==> src/rtl/kitchen_pkg.sv <==
// Shared types and constants for the UART transmit-side command path.
package kitchen_pkg;
  localparam int unsigned UART_WIDTH = 8;
  localparam logic [UART_WIDTH-1:0] IDLE_BYTE_DEFAULT = 8'h00;

  typedef enum logic {
    IDLE,
    SEND
  } tx_state_t;
endpackage

==> src/rtl/uart_tx_queue_if.sv <==
// Command-producer / UART-side signal bundle for uart_tx_queue.
interface uart_tx_queue_if #(
  parameter int unsigned DEPTH = 8
);
  import kitchen_pkg::*;
  localparam int unsigned CW = $clog2(DEPTH + 1);

  logic                  push_valid;
  logic [UART_WIDTH-1:0] push_data;
  logic                  push_ready;
  logic                  flush;
  logic                  tx_ready;
  logic [UART_WIDTH-1:0] tx_bits;
  logic [CW-1:0]         count;
  logic                  busy;
  logic                  overflow;

  modport master (
    output push_valid, push_data, flush, tx_ready,
    input  push_ready, tx_bits, count, busy, overflow
  );

  modport slave (
    input  push_valid, push_data, flush, tx_ready,
    output push_ready, tx_bits, count, busy, overflow
  );
endinterface

==> src/rtl/uart_tx_queue_sync_fifo.sv <==
// Synchronous FIFO with combinational head, occupancy count and clear.
module sync_fifo #(
  parameter int unsigned DEPTH = 8,
  parameter int unsigned WIDTH = 8
) (
  input  logic                           clk,
  input  logic                           rst,
  input  logic                           push,
  input  logic                           pop,
  input  logic                           clear,
  input  logic [WIDTH-1:0]               wr_data,
  output logic [WIDTH-1:0]               rd_data,
  output logic                           full,
  output logic                           empty,
  output logic [$clog2(DEPTH+1)-1:0]     count
);
  localparam int unsigned PW = $clog2(DEPTH);
  localparam int unsigned CW = $clog2(DEPTH + 1);

  logic [WIDTH-1:0] mem [DEPTH];
  logic [PW-1:0]    wr_ptr;
  logic [PW-1:0]    rd_ptr;
  logic [CW-1:0]    cnt;
  logic             do_push;
  logic             do_pop;

  assign full    = (cnt == CW'(DEPTH));
  assign empty   = (cnt == '0);
  assign count   = cnt;
  assign rd_data = mem[rd_ptr];
  assign do_push = push && !full;
  assign do_pop  = pop && !empty;

  always_ff @(posedge clk) begin
    if (!rst || clear) begin
      wr_ptr <= '0;
      rd_ptr <= '0;
      cnt    <= '0;
    end else begin
      if (do_push) begin
        mem[wr_ptr] <= wr_data;
        wr_ptr      <= wr_ptr + PW'(1);
      end
      if (do_pop)
        rd_ptr <= rd_ptr + PW'(1);
      if (do_push && !do_pop)
        cnt <= cnt + CW'(1);
      else if (do_pop && !do_push)
        cnt <= cnt - CW'(1);
    end
  end
endmodule

==> src/rtl/uart_tx_queue.sv <==
// Transmit command queue: bytes change on tx_bits only at UART frame edges,
// each held for REPEAT frames, with IDLE_BYTE shown when nothing is in flight.
module uart_tx_queue
  import kitchen_pkg::*;
#(
  parameter int unsigned           DEPTH     = 8,
  parameter int unsigned           REPEAT    = 1,
  parameter logic [UART_WIDTH-1:0] IDLE_BYTE = IDLE_BYTE_DEFAULT
) (
  input logic             clk,
  input logic             rst,
  uart_tx_queue_if.slave  q
);
  localparam int unsigned CW = $clog2(DEPTH + 1);
  localparam int unsigned RW = (REPEAT > 1) ? $clog2(REPEAT) : 1;

  tx_state_t             state;
  logic [UART_WIDTH-1:0] tx_bits_r;
  logic [RW-1:0]         rep_cnt;
  logic                  overflow_r;
  logic                  ready_d;

  logic                  frame_edge;
  logic                  last_rep;
  logic                  fifo_push;
  logic                  fifo_pop;
  logic                  fifo_full;
  logic                  fifo_empty;
  logic [UART_WIDTH-1:0] head;
  logic [CW-1:0]         fifo_count;

  assign frame_edge = q.tx_ready && !ready_d;
  assign last_rep   = (rep_cnt == RW'(REPEAT - 1));
  assign fifo_push  = q.push_valid && !q.flush;
  // Pop only when the edge actually loads a new byte; flush suppresses it.
  assign fifo_pop   = frame_edge && !q.flush && !fifo_empty &&
                      ((state == IDLE) || last_rep);

  sync_fifo #(
    .DEPTH (DEPTH),
    .WIDTH (UART_WIDTH)
  ) u_fifo (
    .clk     (clk),
    .rst     (rst),
    .push    (fifo_push),
    .pop     (fifo_pop),
    .clear   (q.flush),
    .wr_data (q.push_data),
    .rd_data (head),
    .full    (fifo_full),
    .empty   (fifo_empty),
    .count   (fifo_count)
  );

  always_ff @(posedge clk) begin
    if (!rst) begin
      state      <= IDLE;
      tx_bits_r  <= IDLE_BYTE;
      rep_cnt    <= '0;
      overflow_r <= 1'b0;
      ready_d    <= 1'b0;
    end else begin
      ready_d <= q.tx_ready;
      if (q.flush) begin
        state      <= IDLE;
        tx_bits_r  <= IDLE_BYTE;
        rep_cnt    <= '0;
        overflow_r <= 1'b0;
      end else begin
        if (q.push_valid && fifo_full)
          overflow_r <= 1'b1;
        if (frame_edge) begin
          case (state)
            IDLE: begin
              if (!fifo_empty) begin
                tx_bits_r <= head;
                rep_cnt   <= '0;
                state     <= SEND;
              end
            end
            SEND: begin
              if (!last_rep) begin
                rep_cnt <= rep_cnt + RW'(1);
              end else if (!fifo_empty) begin
                tx_bits_r <= head;
                rep_cnt   <= '0;
              end else begin
                tx_bits_r <= IDLE_BYTE;
                state     <= IDLE;
              end
            end
            default: state <= IDLE;
          endcase
        end
      end
    end
  end

  assign q.tx_bits    = tx_bits_r;
  assign q.count      = fifo_count;
  assign q.push_ready = !fifo_full;
  assign q.busy       = (state == SEND) || (fifo_count != '0);
  assign q.overflow   = overflow_r;
endmodule

==> src/flat_wrapper.sv <==
// flat-port wrapper written by rule: the top's interface ports become plain ports
module uart_tx_queue_flat import kitchen_pkg::*;
#(
  parameter int unsigned           DEPTH     = 8,
  parameter int unsigned           REPEAT    = 1,
  parameter logic [UART_WIDTH-1:0] IDLE_BYTE = IDLE_BYTE_DEFAULT
)
  (clk, rst, q_push_valid, q_push_data, q_flush, q_tx_ready, q_push_ready, q_tx_bits, q_count, q_busy, q_overflow);
  uart_tx_queue_if #(.DEPTH(DEPTH)) q_i ();
  input logic clk;
  input logic rst;
  input wire logic [$bits(q_i.push_valid)-1:0] q_push_valid;
  input wire logic [$bits(q_i.push_data)-1:0] q_push_data;
  input wire logic [$bits(q_i.flush)-1:0] q_flush;
  input wire logic [$bits(q_i.tx_ready)-1:0] q_tx_ready;
  output wire logic [$bits(q_i.push_ready)-1:0] q_push_ready;
  output wire logic [$bits(q_i.tx_bits)-1:0] q_tx_bits;
  output wire logic [$bits(q_i.count)-1:0] q_count;
  output wire logic [$bits(q_i.busy)-1:0] q_busy;
  output wire logic [$bits(q_i.overflow)-1:0] q_overflow;
  assign q_i.push_valid = q_push_valid;
  assign q_i.push_data = q_push_data;
  assign q_i.flush = q_flush;
  assign q_i.tx_ready = q_tx_ready;
  assign q_push_ready = q_i.push_ready;
  assign q_tx_bits = q_i.tx_bits;
  assign q_count = q_i.count;
  assign q_busy = q_i.busy;
  assign q_overflow = q_i.overflow;
  uart_tx_queue #(.DEPTH(DEPTH), .REPEAT(REPEAT), .IDLE_BYTE(IDLE_BYTE)) u_core (.clk(clk), .rst(rst), .q(q_i));
endmodule
==> config.mk <==
export PLATFORM = sky130hd
export DESIGN_NAME = uart_tx_queue_flat
export DESIGN_NICKNAME = d
export VERILOG_FILES = /design/src/rtl/kitchen_pkg.sv /design/src/rtl/uart_tx_queue_if.sv /design/src/rtl/uart_tx_queue_sync_fifo.sv /design/src/rtl/uart_tx_queue.sv /design/src/flat_wrapper.sv
export SDC_FILE = /design/constraint.sdc
export NUM_CORES = 1
export LEC_CHECK = 0
export BUFFER_PORTS_ARGS = -buffer_cell sky130_fd_sc_hd__buf_2
export CELL_PAD_IN_SITES_DETAIL_PLACEMENT = 1
export CELL_PAD_IN_SITES_GLOBAL_PLACEMENT = 1
export CORE_MARGIN = 1.5
export CORE_UTILIZATION = 50
export CTS_BUF_LIST = sky130_fd_sc_hd__clkbuf_16
export DETAILED_ROUTE_END_ITERATION = 6
export GPL_ROUTABILITY_DRIVEN = 0
export HOLD_SLACK_MARGIN = 0.03
export PLACE_DENSITY_LB_ADDON = 0.1
export SKIP_LAST_GASP = 1
export SYNTH_ARGS = -nofsm -noshare
export SYNTH_HDL_FRONTEND = slang
export SYNTH_SLANG_ARGS = --single-unit
==> constraint.sdc <==
create_clock -name clk -period 3.22 [get_ports clk]
set_clock_uncertainty 0.1 [all_clocks]
set_input_delay 0.322 -clock clk [delete_from_list [all_inputs] [get_ports clk]]
set_output_delay 0.322 -clock clk [all_outputs]
set_load 0.02 [all_outputs]
==> out/qor.tcl <==
set qor(cts_sinks) 88
set qor(die_h_um) 86.9
set qor(sw_frac_of_total_pct) 22.2
set qor(cp-start-kind) {flip-flop}
set qor(fmaxAchievable_mhz) 353
set qor(routed_wirelength_um) 6970
set qor(drtPass1Iterations) 5
set qor(dr_total_vias) 1912
set qor(core_area_mm2) 0.00679
set qor(number_of_fillers_in_the_final_layout) 637
set qor(antenna_found_initial) 0
set qor(ant_nets) 0
set qor(worst-r2r-setup-slack_ps) 390
set qor(final_period_minus_worst_setup_slack_ps) 2830
set qor(setup_viol) 0
set qor(final-instance-count-excl-fill) 342
set qor(relSlewSlack_pct) 38.2
set qor(fin_area_mm2) 0.00405
set qor(layout-drive-gt1-share_pct) 24.8
set qor(vias_in_the_first_global_route) 2026
set qor(power_report.internal_total_mw) 1.80
set qor(worstPathCellList) {or4b_1 -> nand2_1 -> nor2_1 -> ha_1 -> inv_1 -> ha_1 -> a21oi_1 -> a211o_1 -> a211oi_1 -> a31o_2}
set qor(placed_cells) 326
set qor(total_die_area_mm2) 0.00756
set qor(postSynth.topFlopCell) {sky130_fd_sc_hd__edfxtp_1}
set qor(area_growth_syn_to_layout_pct) 14.9
set qor(timing_worst_slew_pin_value_ps) 923
set qor(timing.setup.tns_ps) 0
set qor(global_route.usage.total_pct) 20.7
set qor(grt_setup_unrepaired) {false}
set qor(seqPwrFrac_pct) 53.3
set qor(post_synth_instance_area_mm2) 0.00352
set qor(static-leakage-power_nw) 1.46
set qor(post_cts_hold_buffer_count) 0
set qor(pin_count) 28
set qor(crit_top_cell) {sky130_fd_sc_hd__ha_1}
set qor(clock_insertion_delay_worst_skew_ps) 330
set qor(wl_per_cell_um) 20.4
set qor(tritoncts.num_buffers) 9
set qor(dp_slack_ps) 415
set qor(post_synth_inst_count) 203
set qor(chipWidth_um) 86.9
set qor(p_clk_share_pct) 41.4
set qor(power_density_mw_per_mm2) 572
set qor(cts_repair_resize_count) 0
set qor(combinationalPowerShare_pct) 5.3
set qor(synth-edff-count) 64
set qor(crit_path_max_incr_delay_ps) 670
set qor(timing.final.crit_share_pct) 88.0
set qor(worst-setup-path-type) {reg2reg}
set qor(ctsLongestPathBuffers) 2
set qor(run_status) {finished, final reports clean}
set qor(clock_tree.htree_level_count) 3
set qor(synth.avg_cell_area_um2) 17.4
set qor(ys.warnings.count) 0
set qor(crit_buf_inv) 1
set qor(global_route_wire_length_before_repair_um) 11000
set qor(post_cts_buffers) 0
set qor(postLayoutSetupSlackWorst_ps) 388
set qor(drt-initial-drc-count) 134
set qor(worst_ep_required_time_ps) 3350
set qor(arrival_ps) 2960
set qor(cpMaxStageDelayCell) {sky130_fd_sc_hd__or4b_1}
set qor(insertedDiodeCount) 0
set qor(max_cap_viols) 0
set qor(path_clk_slew_ps) 60
set qor(initial_core_util_pct) 51.9
set qor(layout.nets) 260
set qor(synth-seq-area-share_pct) 68.2
set qor(synth_seq_cells) 88
set qor(drv_slew) 0
set qor(placed_cell_area_mm2) 0.00377
set qor(floorplan.rows) 30
set qor(numPortBuffers) 27
set qor(p_switching_uw) 514
set qor(grt_start_max_net_pins) 17
set qor(tritoncts) {yes}
set qor(overflow) 0
set qor(root_buffer) {sky130_fd_sc_hd__clkbuf_16}
set qor(yosysUniqueCellTypes) 41
set qor(detail_route.drc_violations) 0
set qor(cp-end-kind) {flip-flop}
set qor(vias_per_cell) 5.59
set qor(synth_fp_nets) 222
set qor(ir_worst_vdd_mv) 0.392
set qor(finalHoldViolations) 0
set qor(cpLargestDelayFamily) {simple AND/OR/NAND/NOR gates}
set qor(hold_path_class) {in2reg}
set qor(place.detailed.hpwl_um) 4860
set qor(path_max_fanout) 6
set qor(synth_async_sr_flop_share_pct) 0
-- logic make-up after synthesis --
group / after synthesis / synth area share, %
buf+inv: 11 / 2.17
fa+ha+maj: 6 / 2.34
flops: 88 / 68.2
simple gates: 57 / 9.84
compound gates: 18 / 4.08
xor+xnor: 6 / 1.49
mux: 17 / 11.9
-- power groups by stage --
| stage | Sequential (mW) | Combinational, mW | Clock [mW] |
|---|---|---|---|
| 3_3_place_gp | 1.26 | 0.113 | 0 |
| 2_1_floorplan | 1.26 | 0.0730 | 0 |
| 6_report | 1.24 | 0.122 | 0.959 |
| 4_1_cts | 1.24 | 0.123 | 0.980 |
| 5_1_grt | 1.24 | 0.134 | 1.03 |
| 3_5_place_dp | 1.26 | 0.123 | 0 |
-- sequential cells by signal (all words and copies together), names as in the netlist, named ones only --
name / count
u_core.q.overflow: 1
u_core.q.tx_bits: 8
u_core.ready_d: 1
u_core.state: 1
u_core.u_fifo.count: 4
u_core.u_fifo.mem: 64
u_core.u_fifo.rd_ptr: 3
u_core.u_fifo.wr_ptr: 3
-- synthesized netlist by cell type (3+ instances only) --
cell type	n	area, um2
sky130_fd_sc_hd__nor2b_1	8	50.1
sky130_fd_sc_hd__a21oi_1	5	25.0
sky130_fd_sc_hd__a221o_1	8	80.1
sky130_fd_sc_hd__ha_1	5	62.6
sky130_fd_sc_hd__mux4_1	13	342
sky130_fd_sc_hd__dfxtp_1	24	480
sky130_fd_sc_hd__nor2_1	21	78.8
sky130_fd_sc_hd__mux4_2	3	67.6
sky130_fd_sc_hd__nand3_1	3	15.0
sky130_fd_sc_hd__xnor2_1	4	35.0
sky130_fd_sc_hd__inv_1	4	15.0
sky130_fd_sc_hd__nand2b_1	4	25.0
sky130_fd_sc_hd__edfxtp_1	64	1920
sky130_fd_sc_hd__nand2_1	5	18.8
-- layer usage --
| layer | vias to the layer above | share of wire [%] | GRT usage [%] |
|---|---|---|---|
| li1 | 879 | - | - |
| met1 | 979 | 45 | 27.8 |
| met2 | 47 | 50 | 33.3 |
| met3 | 7 | 3.2 | 3.70 |
| met4 | 0 | 1.0 | 8.80 |
| met5 | - | 0 | 0 |
-- metrics by stage --
stage,util (%),total power [mW],hold slack (ps)
3_5_place_dp,55.5,1.38,366
2_1_floorplan,-,1.34,321
3_3_place_gp,55.5,1.37,343
5_1_grt,59.6,2.40,137
6_report,59.6,2.32,134
4_1_cts,59.6,2.34,126
-- layout by cell type (no fill, tap or decap), types with 2 or more instances in the layout --
| cell | Yosys | routed |
|---|---|---|
| sky130_fd_sc_hd__inv_6 | 0 | 3 |
| sky130_fd_sc_hd__clkinv_2 | 0 | 2 |
| sky130_fd_sc_hd__nor2b_1 | 8 | 8 |
| sky130_fd_sc_hd__mux4_1 | 13 | 13 |
| sky130_fd_sc_hd__a221o_1 | 8 | 8 |
| sky130_fd_sc_hd__buf_4 | 0 | 7 |
| sky130_fd_sc_hd__mux4_2 | 3 | 3 |
| sky130_fd_sc_hd__edfxtp_1 | 64 | 64 |
| sky130_fd_sc_hd__xor2_1 | 2 | 2 |
| sky130_fd_sc_hd__clkbuf_16 | 0 | 9 |
| sky130_fd_sc_hd__xnor2_1 | 4 | 4 |
| sky130_fd_sc_hd__nor2_1 | 21 | 21 |
| sky130_fd_sc_hd__or3_1 | 2 | 2 |
| sky130_fd_sc_hd__and2_1 | 2 | 2 |
| sky130_fd_sc_hd__nand2b_1 | 4 | 4 |
| sky130_fd_sc_hd__buf_2 | 1 | 27 |
| sky130_fd_sc_hd__inv_1 | 4 | 4 |
| sky130_fd_sc_hd__a21oi_1 | 5 | 5 |
| sky130_fd_sc_hd__dfxtp_1 | 24 | 24 |
| sky130_fd_sc_hd__nand2_1 | 5 | 5 |
| sky130_fd_sc_hd__and2b_2 | 2 | 2 |
| sky130_fd_sc_hd__ha_1 | 5 | 5 |
| sky130_fd_sc_hd__nand3_1 | 3 | 3 |
-- layout make-up --
class / count / area (um2) / area share [%]
clock buffer: 9 / 225 / 5.56
clock inverter: 7 / 52.6 / 1.30
inverter: 4 / 15.0 / 0.371
multi-input combinational: 104 / 1040 / 25.8
sequential: 88 / 2400 / 59.4
tap: 96 / 120 / 2.97
timing repair buffer: 34 / 188 / 4.64
-- final timing paths --
path | start | to | cells past startpoint
setup reg to reg | u_core.u_fifo.count[1] | u_core.u_fifo.count[3] | 10
setup / recovery | u_core.u_fifo.count[1] | u_core.u_fifo.count[3] | 10
hold / removal | q_tx_ready | u_core.ready_d | 2
hold reg to reg | u_core.state | u_core.state | 2
Note: power is estimated with default switching activity, not from simulation.
